--- src/rtl/cmp_pkg.sv ---
// Shared definitions for the digit-serial comparator: relation encodings,
// FSM state type and the relation decode used on the result output.
package cmp_pkg;

  typedef logic [2:0] op_t;

  localparam op_t OP_EQ = 3'b000;
  localparam op_t OP_NE = 3'b001;
  localparam op_t OP_LT = 3'b010;
  localparam op_t OP_LE = 3'b011;
  localparam op_t OP_GT = 3'b100;
  localparam op_t OP_GE = 3'b101;

  typedef enum logic [1:0] {
    ST_IDLE = 2'd0,
    ST_SCAN = 2'd1,
    ST_DONE = 2'd2
  } state_e;

  // Reserved encodings decode to false so a bad op never reads as "true".
  function automatic logic cmp_result(input op_t op, input logic lt, input logic eq);
    logic r;
    r = 1'b0;
    case (op)
      OP_EQ:   r = eq;
      OP_NE:   r = ~eq;
      OP_LT:   r = lt;
      OP_LE:   r = lt | eq;
      OP_GT:   r = ~lt & ~eq;
      OP_GE:   r = ~lt;
      default: r = 1'b0;
    endcase
    return r;
  endfunction

endpackage

--- src/rtl/cmp_serial_if.sv ---
// Request/response handshake bundle for cmp_serial; the master drives
// requests and accepts results, the slave is the comparator itself.
interface cmp_serial_if #(
  parameter int WIDTH = 16,
  parameter int DIGIT = 2
);
  import cmp_pkg::*;

  localparam int NDIG = WIDTH / DIGIT;
  localparam int CW   = $clog2(NDIG + 1);

  logic             in_valid;
  logic             in_ready;
  logic [WIDTH-1:0] i0;
  logic [WIDTH-1:0] i1;
  op_t              op;
  logic             is_signed;
  logic             out_valid;
  logic             out_ready;
  logic             result;
  logic             out_lt;
  logic             out_eq;
  logic [CW-1:0]    out_digits;

  modport master (
    output in_valid, i0, i1, op, is_signed, out_ready,
    input  in_ready, out_valid, result, out_lt, out_eq, out_digits
  );

  modport slave (
    input  in_valid, i0, i1, op, is_signed, out_ready,
    output in_ready, out_valid, result, out_lt, out_eq, out_digits
  );

endinterface

--- src/rtl/cmp_digit.sv ---
// Single-digit unsigned magnitude compare; purely combinational.
module cmp_digit #(
  parameter int DIGIT = 2
) (
  input  logic [DIGIT-1:0] i_a,
  input  logic [DIGIT-1:0] i_b,
  output logic             o_lt,
  output logic             o_eq
);

  assign o_lt = (i_a < i_b);
  assign o_eq = (i_a == i_b);

endmodule

--- src/rtl/cmp_serial.sv ---
// Digit-serial magnitude comparator: scans operands MSB-first one digit per
// clock and stops at the first differing digit.
module cmp_serial
  import cmp_pkg::*;
#(
  parameter int WIDTH = 16,
  parameter int DIGIT = 2
) (
  input  logic        clk,
  input  logic        rst_n,
  cmp_serial_if.slave bus
);

  localparam int NDIG = WIDTH / DIGIT;
  localparam int CW   = $clog2(NDIG + 1);
  localparam int PW   = (NDIG > 1) ? $clog2(NDIG) : 1;

  if (WIDTH % DIGIT != 0) begin : g_bad_width
    $fatal(1, "cmp_serial: WIDTH must be a multiple of DIGIT");
  end
  if (DIGIT != 1 && DIGIT != 2 && DIGIT != 4) begin : g_bad_digit
    $fatal(1, "cmp_serial: DIGIT must be 1, 2 or 4");
  end

  state_e           r_state;
  state_e           w_state_nxt;
  logic [WIDTH-1:0] r_a;
  logic [WIDTH-1:0] r_b;
  op_t              r_op;
  logic [PW-1:0]    r_ptr;
  logic [CW-1:0]    r_cnt;
  logic             r_lt;
  logic             r_eq;
  logic [CW-1:0]    r_digits;

  logic [DIGIT-1:0] w_da;
  logic [DIGIT-1:0] w_db;
  logic             w_dlt;
  logic             w_deq;
  logic             w_accept;
  logic             w_scan_end;
  logic [WIDTH-1:0] w_msb_flip;

  // Flipping the sign bit maps two's-complement order onto unsigned order.
  assign w_msb_flip = {bus.is_signed, {(WIDTH-1){1'b0}}};

  always_comb begin
    w_da = '0;
    w_db = '0;
    for (int k = 0; k < NDIG; k++) begin
      if (r_ptr == PW'(k)) begin
        w_da = r_a[k*DIGIT +: DIGIT];
        w_db = r_b[k*DIGIT +: DIGIT];
      end
    end
  end

  cmp_digit #(
    .DIGIT (DIGIT)
  ) u_digit (
    .i_a  (w_da),
    .i_b  (w_db),
    .o_lt (w_dlt),
    .o_eq (w_deq)
  );

  assign w_accept   = (r_state == ST_IDLE) && bus.in_valid;
  assign w_scan_end = (r_state == ST_SCAN) && (!w_deq || (r_ptr == '0));

  always_ff @(posedge clk or negedge rst_n) begin
    if (!rst_n) r_state <= ST_IDLE;
    else        r_state <= w_state_nxt;
  end

  always_comb begin
    w_state_nxt = r_state;
    unique case (r_state)
      ST_IDLE: if (bus.in_valid)  w_state_nxt = ST_SCAN;
      ST_SCAN: if (w_scan_end)    w_state_nxt = ST_DONE;
      ST_DONE: if (bus.out_ready) w_state_nxt = ST_IDLE;
      default:                    w_state_nxt = ST_IDLE;
    endcase
  end

  // Capture on accept, advance the digit pointer while scanning, latch flags at the end.
  always_ff @(posedge clk or negedge rst_n) begin
    if (!rst_n) begin
      r_a      <= '0;
      r_b      <= '0;
      r_op     <= OP_EQ;
      r_ptr    <= '0;
      r_cnt    <= '0;
      r_lt     <= 1'b0;
      r_eq     <= 1'b0;
      r_digits <= '0;
    end else if (w_accept) begin
      r_a   <= bus.i0 ^ w_msb_flip;
      r_b   <= bus.i1 ^ w_msb_flip;
      r_op  <= bus.op;
      r_ptr <= PW'(NDIG - 1);
      r_cnt <= '0;
    end else if (r_state == ST_SCAN) begin
      if (w_scan_end) begin
        r_lt     <= w_dlt;
        r_eq     <= w_deq;
        r_digits <= r_cnt + 1'b1;
      end else begin
        r_ptr <= r_ptr - 1'b1;
        r_cnt <= r_cnt + 1'b1;
      end
    end
  end

  assign bus.in_ready   = (r_state == ST_IDLE);
  assign bus.out_valid  = (r_state == ST_DONE);
  assign bus.result     = cmp_result(r_op, r_lt, r_eq);
  assign bus.out_lt     = r_lt;
  assign bus.out_eq     = r_eq;
  assign bus.out_digits = r_digits;

endmodule

--- src/flat_wrapper.sv ---
// flat-port wrapper written by rule: the top's interface ports become plain ports
module cmp_serial_flat import cmp_pkg::*;
#(
  parameter int WIDTH = 16,
  parameter int DIGIT = 2
)
  (clk, rst_n, bus_in_valid, bus_i0, bus_i1, bus_op, bus_is_signed, bus_out_ready, bus_in_ready, bus_out_valid, bus_result, bus_out_lt, bus_out_eq, bus_out_digits);
  cmp_serial_if #(.WIDTH(WIDTH), .DIGIT(DIGIT)) bus_i ();
  input  logic clk;
  input  logic rst_n;
  input wire logic [$bits(bus_i.in_valid)-1:0] bus_in_valid;
  input wire logic [$bits(bus_i.i0)-1:0] bus_i0;
  input wire logic [$bits(bus_i.i1)-1:0] bus_i1;
  input wire logic [$bits(bus_i.op)-1:0] bus_op;
  input wire logic [$bits(bus_i.is_signed)-1:0] bus_is_signed;
  input wire logic [$bits(bus_i.out_ready)-1:0] bus_out_ready;
  output wire logic [$bits(bus_i.in_ready)-1:0] bus_in_ready;
  output wire logic [$bits(bus_i.out_valid)-1:0] bus_out_valid;
  output wire logic [$bits(bus_i.result)-1:0] bus_result;
  output wire logic [$bits(bus_i.out_lt)-1:0] bus_out_lt;
  output wire logic [$bits(bus_i.out_eq)-1:0] bus_out_eq;
  output wire logic [$bits(bus_i.out_digits)-1:0] bus_out_digits;
  assign bus_i.in_valid = bus_in_valid;
  assign bus_i.i0 = bus_i0;
  assign bus_i.i1 = bus_i1;
  assign bus_i.op = bus_op;
  assign bus_i.is_signed = bus_is_signed;
  assign bus_i.out_ready = bus_out_ready;
  assign bus_in_ready = bus_i.in_ready;
  assign bus_out_valid = bus_i.out_valid;
  assign bus_result = bus_i.result;
  assign bus_out_lt = bus_i.out_lt;
  assign bus_out_eq = bus_i.out_eq;
  assign bus_out_digits = bus_i.out_digits;
  cmp_serial #(.WIDTH(WIDTH), .DIGIT(DIGIT)) u_core (.clk(clk), .rst_n(rst_n), .bus(bus_i));
endmodule
--- config.mk ---
export PLATFORM = sky130hd
export DESIGN_NAME = cmp_serial_flat
export DESIGN_NICKNAME = d
export VERILOG_FILES = /design/src/rtl/cmp_pkg.sv /design/src/rtl/cmp_serial_if.sv /design/src/rtl/cmp_digit.sv /design/src/rtl/cmp_serial.sv /design/src/flat_wrapper.sv
export SDC_FILE = /design/constraint.sdc
export NUM_CORES = 1
export LEC_CHECK = 0
export ABC_CLOCK_PERIOD_IN_PS = 2600
export CAP_MARGIN = 20
export CELL_PAD_IN_SITES_DETAIL_PLACEMENT = 2
export CELL_PAD_IN_SITES_GLOBAL_PLACEMENT = 2
export CORE_ASPECT_RATIO = 0.6
export CORE_MARGIN = 4
export CORE_UTILIZATION = 28
export DETAILED_ROUTE_END_ITERATION = 12
export GPL_TIMING_DRIVEN = 0
export PLACE_DENSITY_LB_ADDON = 0.15
export SYNTH_ARGS = -nofsm -noshare
export SYNTH_HDL_FRONTEND = slang
export SYNTH_SLANG_ARGS = --single-unit
--- constraint.sdc ---
create_clock -name clk -period 2.6 [get_ports clk]
set_input_delay 0.52 -clock clk [delete_from_list [all_inputs] [get_ports clk]]
set_output_delay 0.52 -clock clk [all_outputs]
set_load 0.05 [all_outputs]
==> impl_metrics.py, run 1 <==
metrics = {
    "status": {
        "status": "finished, violations left",
        "violations": "negative setup slack",
    },
    "setup_path": {
        "crit_family": "compound AO/OA/AOI/OAI gates",
        "crit_path_start": "u_core.r_ptr[0]",
        "critPathCapture": "u_core.bus.out_digits[1]",
        "crit_buf_inv": 2,
        "crit_chain": "inv_4, ha_4, buf_6, nand3b_1, a221o_1, a221o_1, ha_4, nand2_8, o21ai_4, mux2_4",
        "rrSetupSlack_ns": -0.20,
        "cp.arrival_ns": 2.98,
        "critPathLaunchType": "flip-flop",
        "cp_max_fo": 6,
        "ff2ff_path_depth": 10,
        "end_kind": "flip-flop",
        "required_ns": 2.78,
        "r2r-start": "u_core.r_ptr[0]",
        "cpPeakStageDelay_ns": 0.49,
        "crit_cells": 10,
        "worstSetupPathType": "reg2reg",
        "r2r_end": "u_core.bus.out_digits[1]",
        "cp_slowest_cell": "dfrtp_2",
    },
    "final_layout": {
        "num-nets-final": 408,
        "diodes": 0,
        "fin_cells": 472,
        "finish.utilization_pct": 43.5,
        "finalInstanceArea_mm2": 0.00375,
        "area_growth_pct": 49.6,
        "drive_above_1_share_pct": 21.9,
    },
    "placed_design": {
        "place_inst": 439,
        "placed_cell_area_mm2": 0.00320,
        "gp_congestion": 0.767,
        "io_buffers": 48,
        "dpl.hpwl_um": 5840,
    },
    "global_routing": {
        "grt-ovfl-total": 0,
        "grt_pass1_vias": 2589,
        "antenna_found_initial": 0,
        "grt_first_pass_wirelength_um": 14300,
        "grt_max_degree": 37,
        "grt_usage_pct": 18.2,
    },
    "sta": {
        "fin_crit_ns": 2.80,
        "setup_viol": 14,
        "setup_slack_ns": -0.199,
        "skew_ns": 0.00434,
        "finalMaxSlewViolations": 0,
        "finalHoldViolations": 0,
        "slew_headroom_pct": 34.1,
        "tightest_slew_ns": 0.987,
        "max_freq_mhz": 357,
        "fin_crit_sh_pct": 108,
        "rsz0062_at_grt": "true",
    },
    "route": {
        "drt-pass1-iter-count": 4,
        "drcViolationCount": 0,
        "ant_nets": 0,
        "vias": 2316,
        "wl_per_cell_um": 19.2,
        "totalWireLength_um": 9070,
        "vias_per_cell": 4.91,
        "drtIter0Drc": 86,
    },
    "yosys": {
        "syn_area_mm2": 0.00251,
        "avgSynthCellArea_um2": 9.03,
        "syn_nets": 326,
        "ys_types": 41,
        "yosysWarnings": 0,
        "synthCells": 278,
        "seq_area_frac_synth_pct": 49.9,
        "synth_seq_cells": 50,
    },
    "power": {
        "power.leakage_nw": 1.72,
        "ir_worst_vdd_mv": 0.337,
        "power.density_mw_per_mm2": 1190,
    },
    "clocking": {
        "clockBufferDepth": 2,
        "cts_tree": "built",
        "clk_latency_ns": 0.30,
        "htreeDepth": 2,
        "cts_sinks": 50,
        "clk_pin_slew_ns": 0.06,
        "cts.root.buffer_cell": "clkbuf_16",
        "cts-buffers-inserted": 5,
        "holdBufCountCts": 0,
    },
    "worst_hold_path": {
        "hold_path_class": "in2async",
    },
    "die": {
        "coreArea_mm2": 0.00862,
        "die_y_um": 81.3,
        "fp-row-count": 26,
        "ios": 49,
        "start_util_pct": 29.1,
        "die-area_mm2": 0.0106,
        "die_w_um": 130,
    },
    "flow_run": {
        "cap_violations": 0,
    },
}
[cell usage after synthesis]
cell type	number	area (um2)
o311ai_0	1	8.76
nor2_1	6	22.5
o31ai_1	2	15.0
xnor2_1	2	17.5
nand4_1	3	18.8
dfrtp_1	50	1250
clkbuf_1	3	11.3
nor3b_1	2	15.0
nor2b_4	1	13.8
o21ai_0	10	50.1
o21ai_2	1	8.76
inv_1	12	45.0
and2_1	1	6.26
nand3b_1	4	30.0
ha_1	8	100
o32ai_1	1	8.76
a22oi_1	4	30.0
o22ai_1	3	18.8
buf_2	8	40.0
o21a_1	1	7.51
or3b_2	1	8.76
mux2_2	3	33.8
nor4_1	2	12.5
a211o_1	1	8.76
a31o_2	1	8.76
or4_1	1	7.51
nor3_1	1	5.00
nand2b_1	5	31.3
a21oi_1	13	65.1
a221o_1	4	40.0
a31oi_1	1	6.26
xor2_1	2	17.5
a221oi_1	3	26.3
nand3_1	2	10.0
buf_6	3	33.8
nor2b_1	5	31.3
nand2_1	99	372
a21o_1	2	15.0
o221ai_1	1	8.76
mux2i_1	4	40.0
or2_4	1	8.76
[layer usage]
layer | share of wire (%) | track usage [%] | vias to the layer above
met4 | 1.2 | 4.98 | 0
met2 | 43 | 27.0 | 40
met1 | 52 | 26.6 | 1169
met5 | 0 | 0 | -
met3 | 3.7 | 3.88 | 7
li1 | - | - | 1100
[registers in the layout (all words and copies together) (netlist names)]
register / count
u_core.bus.out_lt: 1
u_core.bus.out_eq: 1
u_core.bus.out_digits: 4
u_core.r_b: 16
u_core.r_ptr: 3
u_core.r_state: 2
u_core.r_a: 16
u_core.r_op: 3
u_core.r_cnt: 4
[worst reg2reg max path, delay by kind of cell (launching register included)]
family	cells	cell delay [ns]
AOI/OAI and AO/OA	3	1.00
buffers and inverters	2	0.22
and+or+nand+nor	2	0.17
DFF	1	0.49
muxes	1	0.34
adders and majority gates	2	0.46
[cell usage in the layout, fill, tap and decap left out, types with 3 or more instances in the layout]
cell             count
nand2_1             97
mux2i_1              4
inv_1               10
clkbuf_16            5
nor2b_1              5
buf_4               21
a221o_1              4
nand4_1              3
dfrtp_1             48
o22ai_1              3
nand3b_1             4
a22oi_1              4
nor2_1               6
ha_4                 6
buf_2                7
nand2b_1             5
buf_6                7
buf_12               4
a21oi_1             11
mux2_4               3
clkdlybuf4s50_1     46
clkbuf_1             3
o21ai_0              8
[final cells by class]
type                            count  area [um2]
Clock inverter                      2        10.0
Tap cell                          112         140
Clock buffer                        5         125
Multi-Input combinational cell    202        1340
Inverter                           12        50.0
Timing Repair Buffer               75         734
Sequential cell                    50        1250
Buffer                             14        97.6
Fill cell                         929        4870
[kinds of logic after synthesis]
group / count (synthesis) / synth area share [%]
AND/OR/NAND/NOR: 134 / 23.6
flip-flops: 50 / 49.9
AO/OA/AOI/OAI: 49 / 13.0
buffers and inverters: 26 / 5.18
adder cells (fa/ha/maj): 8 / 3.99
multiplexers: 7 / 2.94
XOR/XNOR: 4 / 1.40
[worst min path at each step]
stage | from | to | depth (start not counted)
global placement | u_core.r_b[15] | u_core.r_b[15] | 2
CTS | rst_n | u_core.r_op[0] | 1
finish | rst_n | u_core.r_op[0] | 1
floorplan | rst_n | u_core.bus.out_digits[0] | 0
detailed placement | rst_n | u_core.r_op[0] | 1
global route | rst_n | u_core.r_op[0] | 1
[repair_timing]
item | CTS | global route
buffers inserted | 23 | 3
resized for setup | 26 | 16
setup endpoints to repair | 16 | 15
pin swaps | 13 | 10
hold endpoints to repair | 0 | 0
[through the flow]
stage / hold slack [ns] / power [mW] / worst slack (ns) / setup TNS (ns)
after floorplan: 0.224 / 2.49 / 0.0242 / 0
after global placement: 0.471 / 3.06 / -0.675 / -36.16
after detailed placement: 0.464 / 3.13 / -0.419 / -3.66
after CTS: 0.151 / 4.21 / -0.144 / -1.04
after global routing: 0.162 / 4.79 / -0.246 / -2.62
final: 0.138 / 4.47 / -0.199 / -1.70
[power breakdown]
group / total [mW] / leakage [nW] / switching, mW / internal (mW)
Sequential: 1.39 / 0.614 / 0.284 / 1.10
Clock: 0.633 / 0.0694 / 0.285 / 0.348
Combinational: 2.45 / 1.04 / 1.38 / 1.07
Note: power is estimated with default switching activity, not from simulation.
==> run 2, diff against run 1 <==
--- a/config.mk
+++ b/config.mk
@@ -6,7 +6,6 @@
 export NUM_CORES = 1
 export LEC_CHECK = 0
 export ABC_CLOCK_PERIOD_IN_PS = 2600
-export CAP_MARGIN = 20
 export CELL_PAD_IN_SITES_DETAIL_PLACEMENT = 2
 export CELL_PAD_IN_SITES_GLOBAL_PLACEMENT = 2
 export CORE_ASPECT_RATIO = 0.6
==> impl_metrics.py, run 2 (synthesis results as in run 1) <==
metrics = {
    "status": {
        "status": "finished, violations left",
        "violations": "negative setup slack",
    },
    "flow_run": {
        "cap_violations": 0,
    },
    "power": {
        "p_total_mw": 4.47,
        "power.density_mw_per_mm2": 1190,
        "ir_worst_vdd_mv": 0.337,
        "power.leakage_nw": 1.72,
    },
    "sta": {
        "setup_viol": 14,
        "slew_headroom_pct": 34.1,
        "finalMaxSlewViolations": 0,
        "max_freq_mhz": 357,
        "tightest_slew_ns": 0.987,
        "finalHoldViolations": 0,
        "fin_crit_sh_pct": 108,
        "fin_setup_tns_ns": -1.70,
        "timing.hold.ws_ns": 0.138,
        "fin_crit_ns": 2.80,
        "skew_ns": 0.00434,
        "rsz0062_at_grt": "true",
        "setup_slack_ns": -0.199,
    },
    "clocking": {
        "cts_tree": "built",
        "clk_pin_slew_ns": 0.06,
        "cts_sinks": 50,
        "holdBufCountCts": 0,
        "clockBufferDepth": 2,
        "htreeDepth": 2,
        "cts-buffers-inserted": 5,
        "clk_latency_ns": 0.30,
        "cts.root.buffer_cell": "clkbuf_16",
    },
    "final_layout": {
        "reg.largest.list": "u_core.r_a (16), u_core.r_b (16)",
        "finish.utilization_pct": 43.5,
        "final_cell_mix": "nand2_1, dfrtp_1, clkdlybuf4s50_1",
        "diodes": 0,
        "area_growth_pct": 49.6,
        "fill_cells": 929,
        "layout.cells.most_common": "nand2_1",
        "finalInstanceArea_mm2": 0.00375,
        "drive_above_1_share_pct": 21.9,
        "fin_cells": 472,
        "num-nets-final": 408,
    },
    "placed_design": {
        "place_inst": 439,
        "dp_worst_setup_slack_ns": -0.419,
        "placed_cell_area_mm2": 0.00320,
        "io_buffers": 48,
        "gp_congestion": 0.767,
        "dpl.hpwl_um": 5840,
    },
    "global_routing": {
        "grt-ovfl-total": 0,
        "grt_first_pass_wirelength_um": 14300,
        "grt_max_degree": 37,
        "grt_pass1_vias": 2589,
        "antenna_found_initial": 0,
        "grt_usage_pct": 18.2,
    },
    "route": {
        "vias_per_cell": 4.91,
        "totalWireLength_um": 9070,
        "drt-pass1-iter-count": 4,
        "wl_per_cell_um": 19.2,
        "drtIter0Drc": 86,
        "ant_nets": 0,
        "drcViolationCount": 0,
        "vias": 2316,
    },
    "setup_path": {
        "ff2ff_path_depth": 10,
        "required_ns": 2.78,
        "end_kind": "flip-flop",
        "cp.arrival_ns": 2.98,
        "cp_max_fo": 6,
        "worstSetupPathType": "reg2reg",
        "r2r-start": "u_core.r_ptr[0]",
        "rrSetupSlack_ns": -0.20,
        "r2r_end": "u_core.bus.out_digits[1]",
        "critPathLaunchType": "flip-flop",
    },
    "die": {
        "die_y_um": 81.3,
        "start_util_pct": 29.1,
        "die-area_mm2": 0.0106,
        "ios": 49,
        "die_w_um": 130,
        "coreArea_mm2": 0.00862,
        "fp-row-count": 26,
    },
    "worst_hold_path": {
        "hold_path_class": "in2async",
    },
}
## run 2: how the worst max path moves through the flow
stage                     from                       end  slack (ns)  depth (start not counted)
3_5_place_dp   u_core.r_ptr[0]  u_core.bus.out_digits[1]       -0.42                         10
5_1_grt        u_core.r_ptr[0]  u_core.bus.out_digits[1]       -0.25                         11
6_report       u_core.r_ptr[0]  u_core.bus.out_digits[1]       -0.20                         10
3_3_place_gp             rst_n            u_core.r_a[10]       -0.68                          1
4_1_cts        u_core.r_ptr[0]  u_core.bus.out_digits[1]       -0.14                         10
2_1_floorplan  u_core.r_ptr[0]           u_core.r_cnt[0]        0.02                         10
## run 2: metal layers
| layer | track usage (%) | wire length, um | part of all wire [%] |
|---|---|---|---|
| met1 | 26.6 | 4710 | 52 |
| met2 | 27.0 | 3920 | 43 |
| met3 | 3.88 | 331 | 3.7 |
| met4 | 4.98 | 107 | 1.2 |
| met5 | 0 | 0 | 0 |
## run 2: area by class of cell
| type | instances | area [um2] | share of cell area [%] |
|---|---|---|---|
| clock inverters | 2 | 10.0 | 0.267 |
| inverters | 12 | 50.0 | 1.33 |
| flip-flops and latches | 50 | 1250 | 33.4 |
| clock buffers | 5 | 125 | 3.33 |
| multi-input cells | 202 | 1340 | 35.8 |
| repair buffers | 75 | 734 | 19.6 |
| well taps | 112 | 140 | 3.73 |
| plain buffers | 14 | 97.6 | 2.60 |
## run 2: timing repair
item,4_1_cts,5_1_grt
buffers inserted,23,3
setup endpoints to repair,16,15
resized for setup,26,16
pin swaps,13,10
## run 2: power breakdown
part	total, mW	switching [mW]	internal [mW]	leakage (nW)
Clock	0.633	0.285	0.348	0.0694
Sequential	1.39	0.284	1.10	0.614
Combinational	2.45	1.38	1.07	1.04
## run 2: worst max-delay path: stages, from the launching register on
cell      delay (ns)
dfrtp_2         0.49
inv_4           0.12
ha_4            0.14
buf_6           0.10
nand3b_1        0.10
a221o_1         0.37
a221o_1         0.37
ha_4            0.32
nand2_8         0.07
o21ai_4         0.26
mux2_4          0.34
